`src/rtl/databus_pkg.sv`:
```
// Shared types and constants for the databus local-memory responder.
package databus_pkg;

  typedef enum logic [1:0] {
    ST_IDLE = 2'd0,
    ST_WR   = 2'd1,
    ST_RD   = 2'd2
  } state_e;

  localparam int BURST_CNT_W = 16;

  // Byte-offset bits stripped from a databus address for a given beat width.
  function automatic int offset_w(input int data_w);
    return $clog2(data_w / 8);
  endfunction

endpackage

```
`src/rtl/databus_skid_buffer.sv`:
```
// Two-entry FIFO that absorbs RAM read latency between issue and delivery.
module databus_skid_buffer #(
  parameter int DATA_W = 32
) (
  input  logic              clk_i,
  input  logic              flush,
  input  logic              push,
  input  logic              pop,
  input  logic [DATA_W-1:0] din,
  output logic [DATA_W-1:0] dout,
  output logic [1:0]        count
);

  logic [DATA_W-1:0] mem_r [2];
  logic              wr_ptr_r;
  logic              rd_ptr_r;
  logic [1:0]        count_r;

  // Storage, pointers and occupancy; flush empties the buffer.
  always_ff @(posedge clk_i) begin
    if (flush) begin
      mem_r[0] <= {DATA_W{1'b0}};
      mem_r[1] <= {DATA_W{1'b0}};
      wr_ptr_r <= 1'b0;
      rd_ptr_r <= 1'b0;
      count_r  <= 2'd0;
    end else begin
      if (push) begin
        mem_r[wr_ptr_r] <= din;
        wr_ptr_r        <= ~wr_ptr_r;
      end
      if (pop) begin
        rd_ptr_r <= ~rd_ptr_r;
      end
      case ({push, pop})
        2'b10:   count_r <= count_r + 2'd1;
        2'b01:   count_r <= count_r - 2'd1;
        default: count_r <= count_r;
      endcase
    end
  end

  assign dout  = mem_r[rd_ptr_r];
  assign count = count_r;

endmodule

```
`src/rtl/databus_responder.sv`:
```
// Databus burst responder serving read/write bursts from a local single-port RAM.
module databus_responder
  import databus_pkg::*;
#(
  parameter int AXI_ADDR_W = 32,
  parameter int DATA_W     = 32,
  parameter int LEN_W      = 8,
  parameter int MEM_ADDR_W = 10
) (
  input  logic                   clk_i,
  input  logic                   rst_i,
  input  logic                   databus_valid_i,
  output logic                   databus_ready_o,
  input  logic [AXI_ADDR_W-1:0]  databus_addr_i,
  input  logic [LEN_W-1:0]       databus_len_i,
  input  logic                   databus_rnw_i,
  input  logic [DATA_W-1:0]      databus_wdata_i,
  input  logic [DATA_W/8-1:0]    databus_wstrb_i,
  output logic [DATA_W-1:0]      databus_rdata_o,
  output logic                   databus_last_o,
  output logic                   mem_en_o,
  output logic [DATA_W/8-1:0]    mem_we_o,
  output logic [MEM_ADDR_W-1:0]  mem_addr_o,
  output logic [DATA_W-1:0]      mem_wdata_o,
  input  logic [DATA_W-1:0]      mem_rdata_i,
  output logic                   busy_o,
  output logic                   err_o,
  output logic [BURST_CNT_W-1:0] burst_cnt_o
);

  localparam int OFFSET_W = offset_w(DATA_W);
  localparam int STRB_W   = DATA_W / 8;

  state_e                 state_r;
  logic [MEM_ADDR_W-1:0]  base_r;
  logic [LEN_W-1:0]       beats_r;
  logic [LEN_W-1:0]       idx_r;
  logic [LEN_W-1:0]       issued_r;
  logic                   in_flight_r;
  logic                   err_r;
  logic [BURST_CNT_W-1:0] burst_cnt_r;

  logic                   ready_s;
  logic                   last_idx_s;
  logic                   hs_s;
  logic                   pop_s;
  logic                   issue_s;
  logic [DATA_W-1:0]      skid_dout_s;
  logic [1:0]             skid_count_s;
  logic                   unused_addr_s;

  assign unused_addr_s = ^databus_addr_i;

  // Beat acceptance depends only on state and buffered data, never on valid.
  always_comb begin
    ready_s = 1'b0;
    case (state_r)
      ST_WR:   ready_s = 1'b1;
      ST_RD:   ready_s = (skid_count_s != 2'd0);
      default: ready_s = 1'b0;
    endcase
  end

  assign last_idx_s = (idx_r == (beats_r - LEN_W'(1)));
  assign hs_s       = databus_valid_i && ready_s && !rst_i;
  assign pop_s      = hs_s && (state_r == ST_RD);

  // Counting a same-cycle pop as free space keeps reads at one beat per cycle
  // while still bounding buffered plus in-flight data to two entries.
  always_comb begin
    issue_s = 1'b0;
    if ((state_r == ST_RD) && !rst_i && (issued_r < beats_r)) begin
      issue_s = ((skid_count_s + {1'b0, in_flight_r}) < 2'd2) || pop_s;
    end else begin
      issue_s = 1'b0;
    end
  end

  // RAM port: writes pass straight through on a handshake, reads follow issue.
  always_comb begin
    mem_en_o    = 1'b0;
    mem_we_o    = {STRB_W{1'b0}};
    mem_addr_o  = {MEM_ADDR_W{1'b0}};
    mem_wdata_o = {DATA_W{1'b0}};
    case (state_r)
      ST_WR: begin
        if (hs_s) begin
          mem_en_o    = 1'b1;
          mem_we_o    = databus_wstrb_i;
          mem_addr_o  = base_r + MEM_ADDR_W'(idx_r);
          mem_wdata_o = databus_wdata_i;
        end else begin
          mem_en_o    = 1'b0;
        end
      end
      ST_RD: begin
        if (issue_s) begin
          mem_en_o   = 1'b1;
          mem_addr_o = base_r + MEM_ADDR_W'(issued_r);
        end else begin
          mem_en_o   = 1'b0;
        end
      end
      default: mem_en_o = 1'b0;
    endcase
  end

  // Burst FSM with capture, beat counting and completion bookkeeping.
  always_ff @(posedge clk_i) begin
    if (rst_i) begin
      state_r     <= ST_IDLE;
      base_r      <= {MEM_ADDR_W{1'b0}};
      beats_r     <= {LEN_W{1'b0}};
      idx_r       <= {LEN_W{1'b0}};
      issued_r    <= {LEN_W{1'b0}};
      in_flight_r <= 1'b0;
      err_r       <= 1'b0;
      burst_cnt_r <= {BURST_CNT_W{1'b0}};
    end else begin
      in_flight_r <= issue_s;
      case (state_r)
        ST_IDLE: begin
          if (databus_valid_i) begin
            base_r   <= MEM_ADDR_W'(databus_addr_i >> OFFSET_W);
            idx_r    <= {LEN_W{1'b0}};
            issued_r <= {LEN_W{1'b0}};
            if (databus_len_i == {LEN_W{1'b0}}) begin
              beats_r <= LEN_W'(1);
              err_r   <= 1'b1;
            end else begin
              beats_r <= databus_len_i;
            end
            state_r <= databus_rnw_i ? ST_RD : ST_WR;
          end
        end
        ST_WR: begin
          if (hs_s) begin
            idx_r <= idx_r + LEN_W'(1);
            if (last_idx_s) begin
              state_r     <= ST_IDLE;
              burst_cnt_r <= burst_cnt_r + BURST_CNT_W'(1);
            end
          end
        end
        ST_RD: begin
          if (issue_s) begin
            issued_r <= issued_r + LEN_W'(1);
          end
          if (pop_s) begin
            idx_r <= idx_r + LEN_W'(1);
            if (last_idx_s) begin
              state_r     <= ST_IDLE;
              burst_cnt_r <= burst_cnt_r + BURST_CNT_W'(1);
            end
          end
        end
        default: state_r <= ST_IDLE;
      endcase
    end
  end

  databus_skid_buffer #(
    .DATA_W (DATA_W)
  ) u_skid (
    .clk_i (clk_i),
    .flush (rst_i),
    .push  (in_flight_r),
    .pop   (pop_s),
    .din   (mem_rdata_i),
    .dout  (skid_dout_s),
    .count (skid_count_s)
  );

  assign databus_ready_o = ready_s;
  assign databus_last_o  = ready_s && last_idx_s;
  assign databus_rdata_o = skid_dout_s;
  assign busy_o          = (state_r != ST_IDLE);
  assign err_o           = err_r;
  assign burst_cnt_o     = burst_cnt_r;

endmodule
```
`config.mk`:
```
export PLATFORM = sky130hd
export DESIGN_NAME = databus_responder
export DESIGN_NICKNAME = d
export VERILOG_FILES = /design/src/rtl/databus_pkg.sv /design/src/rtl/databus_skid_buffer.sv /design/src/rtl/databus_responder.sv
export SDC_FILE = /design/constraint.sdc
export NUM_CORES = 1
export LEC_CHECK = 0
export CAP_MARGIN = 20
export CORE_MARGIN = 4
export CORE_UTILIZATION = 52
export CTS_CLUSTER_SIZE = 16
export DETAILED_ROUTE_END_ITERATION = 16
export PLACE_DENSITY = 0.86
export SETUP_SLACK_MARGIN = 0.2
export SYNTH_ARGS = -nofsm -noshare
export SYNTH_HDL_FRONTEND = slang
export SYNTH_HIERARCHICAL = 1
export SYNTH_SLANG_ARGS = --single-unit
```
`constraint.sdc`:
```
create_clock -name clk_i -period 6.4 [get_ports clk_i]
set_clock_uncertainty 0.1 [all_clocks]
set_input_delay 0.64 -clock clk_i [delete_from_list [all_inputs] [get_ports clk_i]]
set_output_delay 0.64 -clock clk_i [all_outputs]
set_load 0.05 [all_outputs]
```
==> results of run 1 <==
## Yosys cell counts (all sizes together), types with 7 or more instances
library cell	count
nor2	97
edfxtp	64
or4	10
clkbuf	25
mux2i	7
nor3	8
nand2	67
a211oi	7
nand3	10
nand2b	41
a21o	11
nor4	7
xor2	10
ha	32
mux2	36
or3	9
o31ai	10
buf	13
a21oi	54
nor2b	9
o21ai	16
and2	38
xnor2	18
inv	30
dfxtp	59
## where the power goes
group	internal [mW]	switching (mW)	leakage [nW]
Clock	0.611	0.348	0.287
Combinational	0.242	0.378	2.12
Sequential	0.886	0.0475	1.14
Total	1.74	0.774	3.55
## metal layers
metal | vias up | track usage | share of wire
met5 | - | 0 | 0
met4 | 0 | 0.07737 | 0.016
met3 | 32 | 0.05017 | 0.064
met2 | 240 | 0.3839 | 0.49
met1 | 2835 | 0.2884 | 0.43
li1 | 2999 | - | -
## state kept, by name, summed over array words and instances (netlist names), named ones only
signal / count
u_skid/wr_ptr_r: 1
u_skid/count: 2
beats_r: 8
err_o: 1
idx_r: 8
issued_r: 8
u_skid/rd_ptr_r: 1
u_skid/mem_r: 64
burst_cnt_o: 16
state_r: 2
base_r: 10
in_flight_r: 1
## through the flow
step	hold WS, ns	power [mW]
3_5_place_dp	0.3529	1.564
2_1_floorplan	0.3445	1.363
4_1_cts	0.3656	2.526
6_report	0.3607	2.512
3_3_place_gp	0.3357	1.549
5_1_grt	0.3934	2.625
## cell type report
class,instances,area share
Inverter,30,0.01168
Clock buffer,17,0.04411
Tap cell,176,0.02283
Timing Repair Buffer,195,0.2021
Clock inverter,14,0.01764
Multi-Input combinational cell,561,0.3799
Sequential cell,123,0.3217
## layout by cell type (no fill, tap or decap), types with 6 or more instances in the layout
master	instances
nor2b_1	9
a21o_1	11
buf_4	6
nand2b_1	41
nor2_1	97
a21oi_1	52
clkbuf_16	17
or3_1	9
and2_1	38
nand3_1	10
dfxtp_1	59
edfxtp_1	64
mux2_2	34
ha_1	32
nor4_1	7
inv_1	30
mux2i_1	7
o31ai_1	10
xnor2_1	18
a211oi_1	7
or4_1	10
o21ai_0	16
nand2_1	67
o211ai_1	6
xor2_1	10
o21a_1	6
clkdlybuf4s50_1	187
nor3_1	8
## kinds of logic (layout without fill, tap and decap cells)
| kind of cell | after synthesis | in the layout | synth area share |
|---|---|---|---|
| buffers and inverters | 68 | 256 | 0.04028 |
| multiplexers | 43 | 43 | 0.06744 |
| AND/OR/NAND/NOR | 320 | 320 | 0.2272 |
| adder cells (fa/ha/maj) | 34 | 34 | 0.06247 |
| AO/OA/AOI/OAI | 135 | 135 | 0.1246 |
| flip-flops | 123 | 123 | 0.4401 |
| XOR/XNOR | 29 | 29 | 0.03798 |
## worst min-delay path, cell delays in order (launching register included)
cell and delay (ns):
dfxtp_1 0.31, inv_1 0.05, a21oi_1 0.05
## worst min-delay path by stage
stage,endpoint,slack (ns),cells past startpoint
floorplan,u_skid/wr_ptr_r,0.34,2
global placement,err_o,0.34,2
detailed placement,err_o,0.35,2
CTS,err_o,0.37,2
global route,err_o,0.39,2
finish,err_o,0.36,2
==> metrics.cfg, run 1 <==
[min_path]
hold_path_class=flop to flop
min_from=err_o

[synthesis]
synth_seq_cells=123
syn-instance-count=752
async_flop_share=0
synth_edf_count=64
netlist_area_sq_mm=0.007051
synth_top_area_share=0.2726
yosysUniqueCellTypes=60
synthTopCellsByArea=edfxtp_1 (27%), dfxtp_1 (17%), ha_1 (5.7%)
synth_nets=898
synth_area_leader_cell=edfxtp_1
yosysSeqAreaShare=0.4401
syn_avg_cell_area_sq_um=9.376
ys.flop_type=edfxtp_1
yosys_warnings=6

[global_routing]
grt_pass1_wl_um=28970
grt.overflow.total=0
antenna_found_initial=0
grt_use_total=0.2273
grt_max_degree=92
grt_pass1_vias=5876

[critical_path]
worst-r2r-cell-count=6
cp_num_cells=9
slowest_stage=clkdlybuf4s50_1
required_ns=5.66
ff2ff_setup_slack_ns=3.28
max_stage_delay_ns=0.83
endpoint=mem_addr_o[9]
path_class=input pin to output pin
startpoint=databus_valid_i
rr_startpoint=beats_r[0]
path_buf_inv=3
cp.arrival_ns=3.82
path_cells=clkdlybuf4s50_1 > nor2b_1 > o211a_1 > o221ai_1 > a21o_1 > inv_1 > o21ai_0 > a21oi_1 > clkdlybuf4s50_1
r2r_end=burst_cnt_o[4]
crit_path_frequent_cell=clkdlybuf4s50_1
cp_top_family=buffers and inverters
end_kind=output pin
cp_max_fo=12
critPathLaunchType=input pin

[detailed_routing]
drt_pass1_iterations=5
drt_iter0_markers=451
post-route-drc-count=0
drtAntennaViolNets=0
post_drt_wl_per_cell_um=15.78
vias_per_cell=5.471
via_count=6106
drt_wl_total_um=17610

[clock_tree]
clk_path_buf_depth=2
post_cts_buffers=0
ctsHoldBuffers=0
cts_buffers=17
cts.sinks=123
path_clk_slew_ns=0.05
h-tree-depth=4
clk_latency_ns=0.42
cts_resized=0
root_buffer=clkbuf_16
cts_tree=done

[place]
place_ws_ns=1.875
gp_congestion=0.9321
place_hpwl_um=12590
portBuffers=188
placed_area_sq_mm=0.009049
dp_cells=1085

[floorplan]
die-area_sq_mm=0.01549
fp.dieW_um=124.4
rows=42
ios=211
initial_utilization=0.5324
die_h_um=124.4
core_sq_mm=0.01324

[timing]
setup_tns_ns=0
fin_crit_ns=4.555
setup_slack_ns=1.845
min_period_over_period=0.7118
hold_viol=0
setup_violations=0
relSlewSlack=0.4422
timing.fmax_ghz=0.2195
slew_violations=0
worst_pin_slew_ns=0.8367
grt_setup_unrepaired=no

[power]
peakVddDrop_v=0.0001728
powerDensity_mw_per_mm2=260.5
p_leak_nw=3.545

[cells_and_area]
multiInputGateArea_sq_mm=0.003664
fin_area_sq_mm=0.009644
syn_to_final_growth_pct=36.79
final_nets=1074
regArea_sq_mm=0.003103
fin_cells=1116
drive_gt1_frac=0.08511
num-fill-cells=1010
utilization=0.7283
diodes=0

[job]
drv_cap=0

[status]
run_status=completed

(Power assumes the default switching activity.)
==> inputs of run 2 (changes only) <==
--- a/config.mk
+++ b/config.mk
@@ -7,10 +7,10 @@
 export LEC_CHECK = 0
 export CAP_MARGIN = 20
 export CORE_MARGIN = 4
-export CORE_UTILIZATION = 52
+export CORE_UTILIZATION = 48
 export CTS_CLUSTER_SIZE = 16
 export DETAILED_ROUTE_END_ITERATION = 16
-export PLACE_DENSITY = 0.86
+export PLACE_DENSITY = 0.8
 export SETUP_SLACK_MARGIN = 0.2
 export SYNTH_ARGS = -nofsm -noshare
 export SYNTH_HDL_FRONTEND = slang
==> constraint.sdc (replaced) <==
create_clock -name clk_i -period 4.4 [get_ports clk_i]
set_clock_uncertainty 0.1 [all_clocks]
set_input_delay 0.44 -clock clk_i [delete_from_list [all_inputs] [get_ports clk_i]]
set_output_delay 0.44 -clock clk_i [all_outputs]
set_load 0.05 [all_outputs]
==> metrics.cfg, run 2 (same netlist as run 1, synthesis figures left out) <==
[place]
place_ws_ns=0.5854
placed_area_sq_mm=0.009066
place_hpwl_um=12990
dp_cells=1097
gp_congestion=0.9077
portBuffers=188

[timing]
slew_violations=0
relSlewSlack=0.4536
worst_pin_slew_ns=0.8197
holdWs_ns=0.3508
setup_violations=0
setup_tns_ns=0
timing.fmax_ghz=0.2493
grt_setup_unrepaired=no
min_period_over_period=0.9118
fin_crit_ns=4.012
setup_slack_ns=0.3882
hold_viol=0

[cells_and_area]
fin_area_sq_mm=0.009617
diodes=0
fin_cells=1129
utilization=0.6642
layout_commonest_cell=clkdlybuf4s50_1
syn_to_final_growth_pct=36.40
largest_register_ff_count=64
largest-register=u_skid/mem_r
final_cell_mix=clkdlybuf4s50_1 (185), nor2_1 (97), nand2_1 (67)
final_nets=1078
drive_gt1_frac=0.09206

[min_path]
min_from=err_o
hold_depth=2
hold_path_class=flop to flop
holdPathEnd=err_o

[floorplan]
die_h_um=129.2
ios=211
core_sq_mm=0.01448
fp.dieW_um=129.2
die-area_sq_mm=0.01669
initial_utilization=0.4870
rows=44

[clock_tree]
cts.sinks=123
h-tree-depth=4
cts_tree=done
path_clk_slew_ns=0.06
ctsHoldBuffers=0
cts_resized=0
clk_latency_ns=0.42
post_cts_buffers=0
clk_path_buf_depth=2
cts_buffers=17
root_buffer=clkbuf_16

[critical_path]
rr_startpoint=beats_r[0]
cp.arrival_ns=3.47
r2r_end=burst_cnt_o[6]
ff2ff_setup_slack_ns=1.26
path_class=flop to output pin
worst-r2r-cell-count=6
end_kind=output pin
required_ns=3.86
critPathLaunchType=flop
cp_max_fo=12

[detailed_routing]
vias_per_cell=5.348
drt_pass1_iterations=5
via_count=6038
drt_iter0_markers=383
drtAntennaViolNets=0
drt_wl_total_um=18380
post_drt_wl_per_cell_um=16.28
post-route-drc-count=0

[power]
powerDensity_mw_per_mm2=369.7
peakVddDrop_v=0.0002890
p_leak_nw=3.554
p_total_mw=3.555

[status]
run_status=completed

[global_routing]
grt_max_degree=47
grt.overflow.total=0
grt_pass1_wl_um=29350
grt_use_total=0.2212
antenna_found_initial=0
grt_pass1_vias=5956

[job]
drv_cap=0

==> run 2: cell count changes in the layout (fill, tap and decap cells not counted), moves of 3 or more <==
| cell | delta |
|---|---|
| buf_4 | +6 |
| clkinv_4 | -4 |
| clkinvlp_4 | +3 |
| clkinv_2 | +4 |
==> run 2: how the worst max path moves through the flow <==
stage | depth (start not counted) | from | slack (ns) | end
floorplan | 6 | beats_r[0] | 0.94 | databus_last_o
global placement | 9 | databus_valid_i | 0.60 | mem_addr_o[9]
detailed placement | 9 | databus_valid_i | 0.59 | mem_addr_o[9]
CTS | 6 | beats_r[0] | 0.30 | databus_last_o
global route | 10 | idx_r[0] | 0.22 | mem_addr_o[6]
finish | 9 | state_r[0] | 0.39 | mem_addr_o[9]
==> run 2: final cells by class <==
class	instances	area, sq um
tap	184	230.2
inverter	30	112.6
fill	1142	4862
timing repair buffer	199	1959
clock buffer	18	429.2
multi-input combinational	561	3664
sequential	123	3103
clock inverter	14	118.9
==> run 2: power breakdown <==
part           switching, mW  internal [mW]
Combinational          0.552          0.356
Clock                  0.517          0.774
Sequential            0.0674           1.29
Total                   1.14           2.42
==> run 2: worst max-delay path, cell delays in order, from the launching register on <==
cell and delay, ns:
dfxtp_1 0.38, inv_1 0.08, ha_1 0.48, o211a_1 0.23, o221ai_1 0.17, a21o_1 0.21, inv_1 0.34, o21ai_0 0.15
a21oi_1 0.18, clkdlybuf4s50_1 0.84
==> run 2: routing by layer <==
metal  GRT usage  vias to the layer above  wire length (um)  part of all wire
met5           0                        -                 0                 0
met4     0.08277                        0               331             0.018
met3     0.04493                       31              1127             0.061
met2      0.3686                      199              8893              0.48
met1      0.2849                     2797              8023              0.44
li1            -                     3011                 -                 -
==> inputs of run 3 (changes only) <==
--- a/config.mk
+++ b/config.mk
@@ -5,12 +5,13 @@
 export SDC_FILE = /design/constraint.sdc
 export NUM_CORES = 1
 export LEC_CHECK = 0
-export CAP_MARGIN = 20
 export CORE_MARGIN = 4
 export CORE_UTILIZATION = 48
+export CTS_CLUSTER_DIAMETER = 100
 export CTS_CLUSTER_SIZE = 16
 export DETAILED_ROUTE_END_ITERATION = 16
 export PLACE_DENSITY = 0.8
+export RECOVER_POWER = 25
 export SETUP_SLACK_MARGIN = 0.2
 export SYNTH_ARGS = -nofsm -noshare
 export SYNTH_HDL_FRONTEND = slang
==> metrics.cfg, run 3 (same netlist as run 1, synthesis figures left out) <==
[status]
run_status=finished with violations
violations=max-capacitance violations, max-slew violations

[timing]
slew_violations=101
hold_viol=0
holdWs_ns=0.3508
setup_violations=0
relSlewSlack=-0.2268
timing.fmax_ghz=0.2496
min_period_over_period=0.9107
setup_tns_ns=0
grt_setup_unrepaired=no
fin_crit_ns=4.007
worst_pin_slew_ns=1.840
setup_slack_ns=0.3928

[place]
portBuffers=188
place_ws_ns=0.5854
dp_cells=1097
gp_congestion=0.9077
placed_area_sq_mm=0.009066
place_hpwl_um=12990

[critical_path]
path_buf_inv=3
max_stage_delay_ns=0.84
end_kind=output pin
cp_top_family=buffers and inverters
required_ns=3.86
cp_max_fo=12
path_class=flop to output pin
path_cells=inv_1 > ha_1 > o211a_1 > o221ai_1 > a21o_1 > inv_1 > o21ai_0 > a21oi_1 > clkdlybuf4s50_1
crit_path_frequent_cell=inv_1
slowest_stage=clkdlybuf4s50_1
cp.arrival_ns=3.47
critPathLaunchType=flop

[cells_and_area]
largest-register=u_skid/mem_r
utilization=0.6634
fin_area_sq_mm=0.009605
diodes=0
largest_register_ff_count=64
drive_gt1_frac=0.08889
syn_to_final_growth_pct=36.24
layout_commonest_cell=clkdlybuf4s50_1
fin_cells=1129
final_nets=1078
final_cell_mix=clkdlybuf4s50_1 (185), nor2_1 (97), nand2_1 (67)

[power]
p_total_mw=3.555
peakVddDrop_v=0.0002890
powerDensity_mw_per_mm2=370.1
p_leak_nw=3.544

[detailed_routing]
vias_per_cell=5.335
drt_pass1_iterations=5
drt_wl_total_um=18380
post-route-drc-count=0
post_drt_wl_per_cell_um=16.28
via_count=6023
drt_iter0_markers=368
drtAntennaViolNets=0

[job]
drv_cap=3

[floorplan]
fp.dieW_um=129.2
die-area_sq_mm=0.01669
rows=44
ios=211
core_sq_mm=0.01448
initial_utilization=0.4870
die_h_um=129.2

[min_path]
hold_path_class=flop to flop

[clock_tree]
cts_buffers=17
clk_path_buf_depth=2
h-tree-depth=4
path_clk_slew_ns=0.06
root_buffer=clkbuf_16
clk_latency_ns=0.42
cts.sinks=123
cts_tree=done

[global_routing]
grt_max_degree=47
grt_pass1_vias=5956
antenna_found_initial=0
grt_use_total=0.2212
grt_pass1_wl_um=29350
grt.overflow.total=0

==> run 3: cell count changes in the layout (fill, tap and decap cells not counted), sizes merged <==
cell | before | now
buf | 13 | 10
clkbuf | 18 | 21
==> run 3: layout make-up <==
class	count	area, sq um
well taps	184	230.2
clock buffers	18	429.2
clock inverters	14	118.9
inverters	30	112.6
multi-input cells	561	3664
flip-flops and latches	123	3103
fillers	1142	4873
repair buffers	199	1948
==> run 3: final timing paths <==
path	slack [ns]	cells after the start	startpoint	endpoint
setup / recovery	0.39	9	state_r[0]	mem_addr_o[9]
hold / removal	0.35	2	err_o	err_o
setup reg to reg	1.27	6	beats_r[0]	burst_cnt_o[6]
hold reg to reg	0.35	2	err_o	err_o
==> run 3: report_power, final <==
part           total [mW]  switching, mW  internal [mW]
combinational       0.907          0.552          0.355
sequential           1.36         0.0673           1.29
clock                1.29          0.517          0.774
total                3.56           1.14           2.42
==> run 3: timing repair <==
| item | 4_1_cts | 5_1_grt |
|---|---|---|
| resized for setup | 0 | 1 |
| setup endpoints to repair | 0 | 1 |
| buffers inserted | 0 | 0 |
| hold buffers | 0 | 0 |
==> run 3: worst reg2reg max path, stage by stage, from the launching register on <==
cell       delay, ns
dfxtp_1         0.37
or4_1           0.65
or4_1           0.53
a21oi_2         0.19
o2111ai_2       0.45
or4_1           0.63
a21oi_1         0.15
==> run 3: routing by layer <==
layer | part of all wire | global-route usage
met5 | 0 | 0
met2 | 0.49 | 0.3686
met1 | 0.43 | 0.2849
met4 | 0.015 | 0.08277
met3 | 0.065 | 0.04493
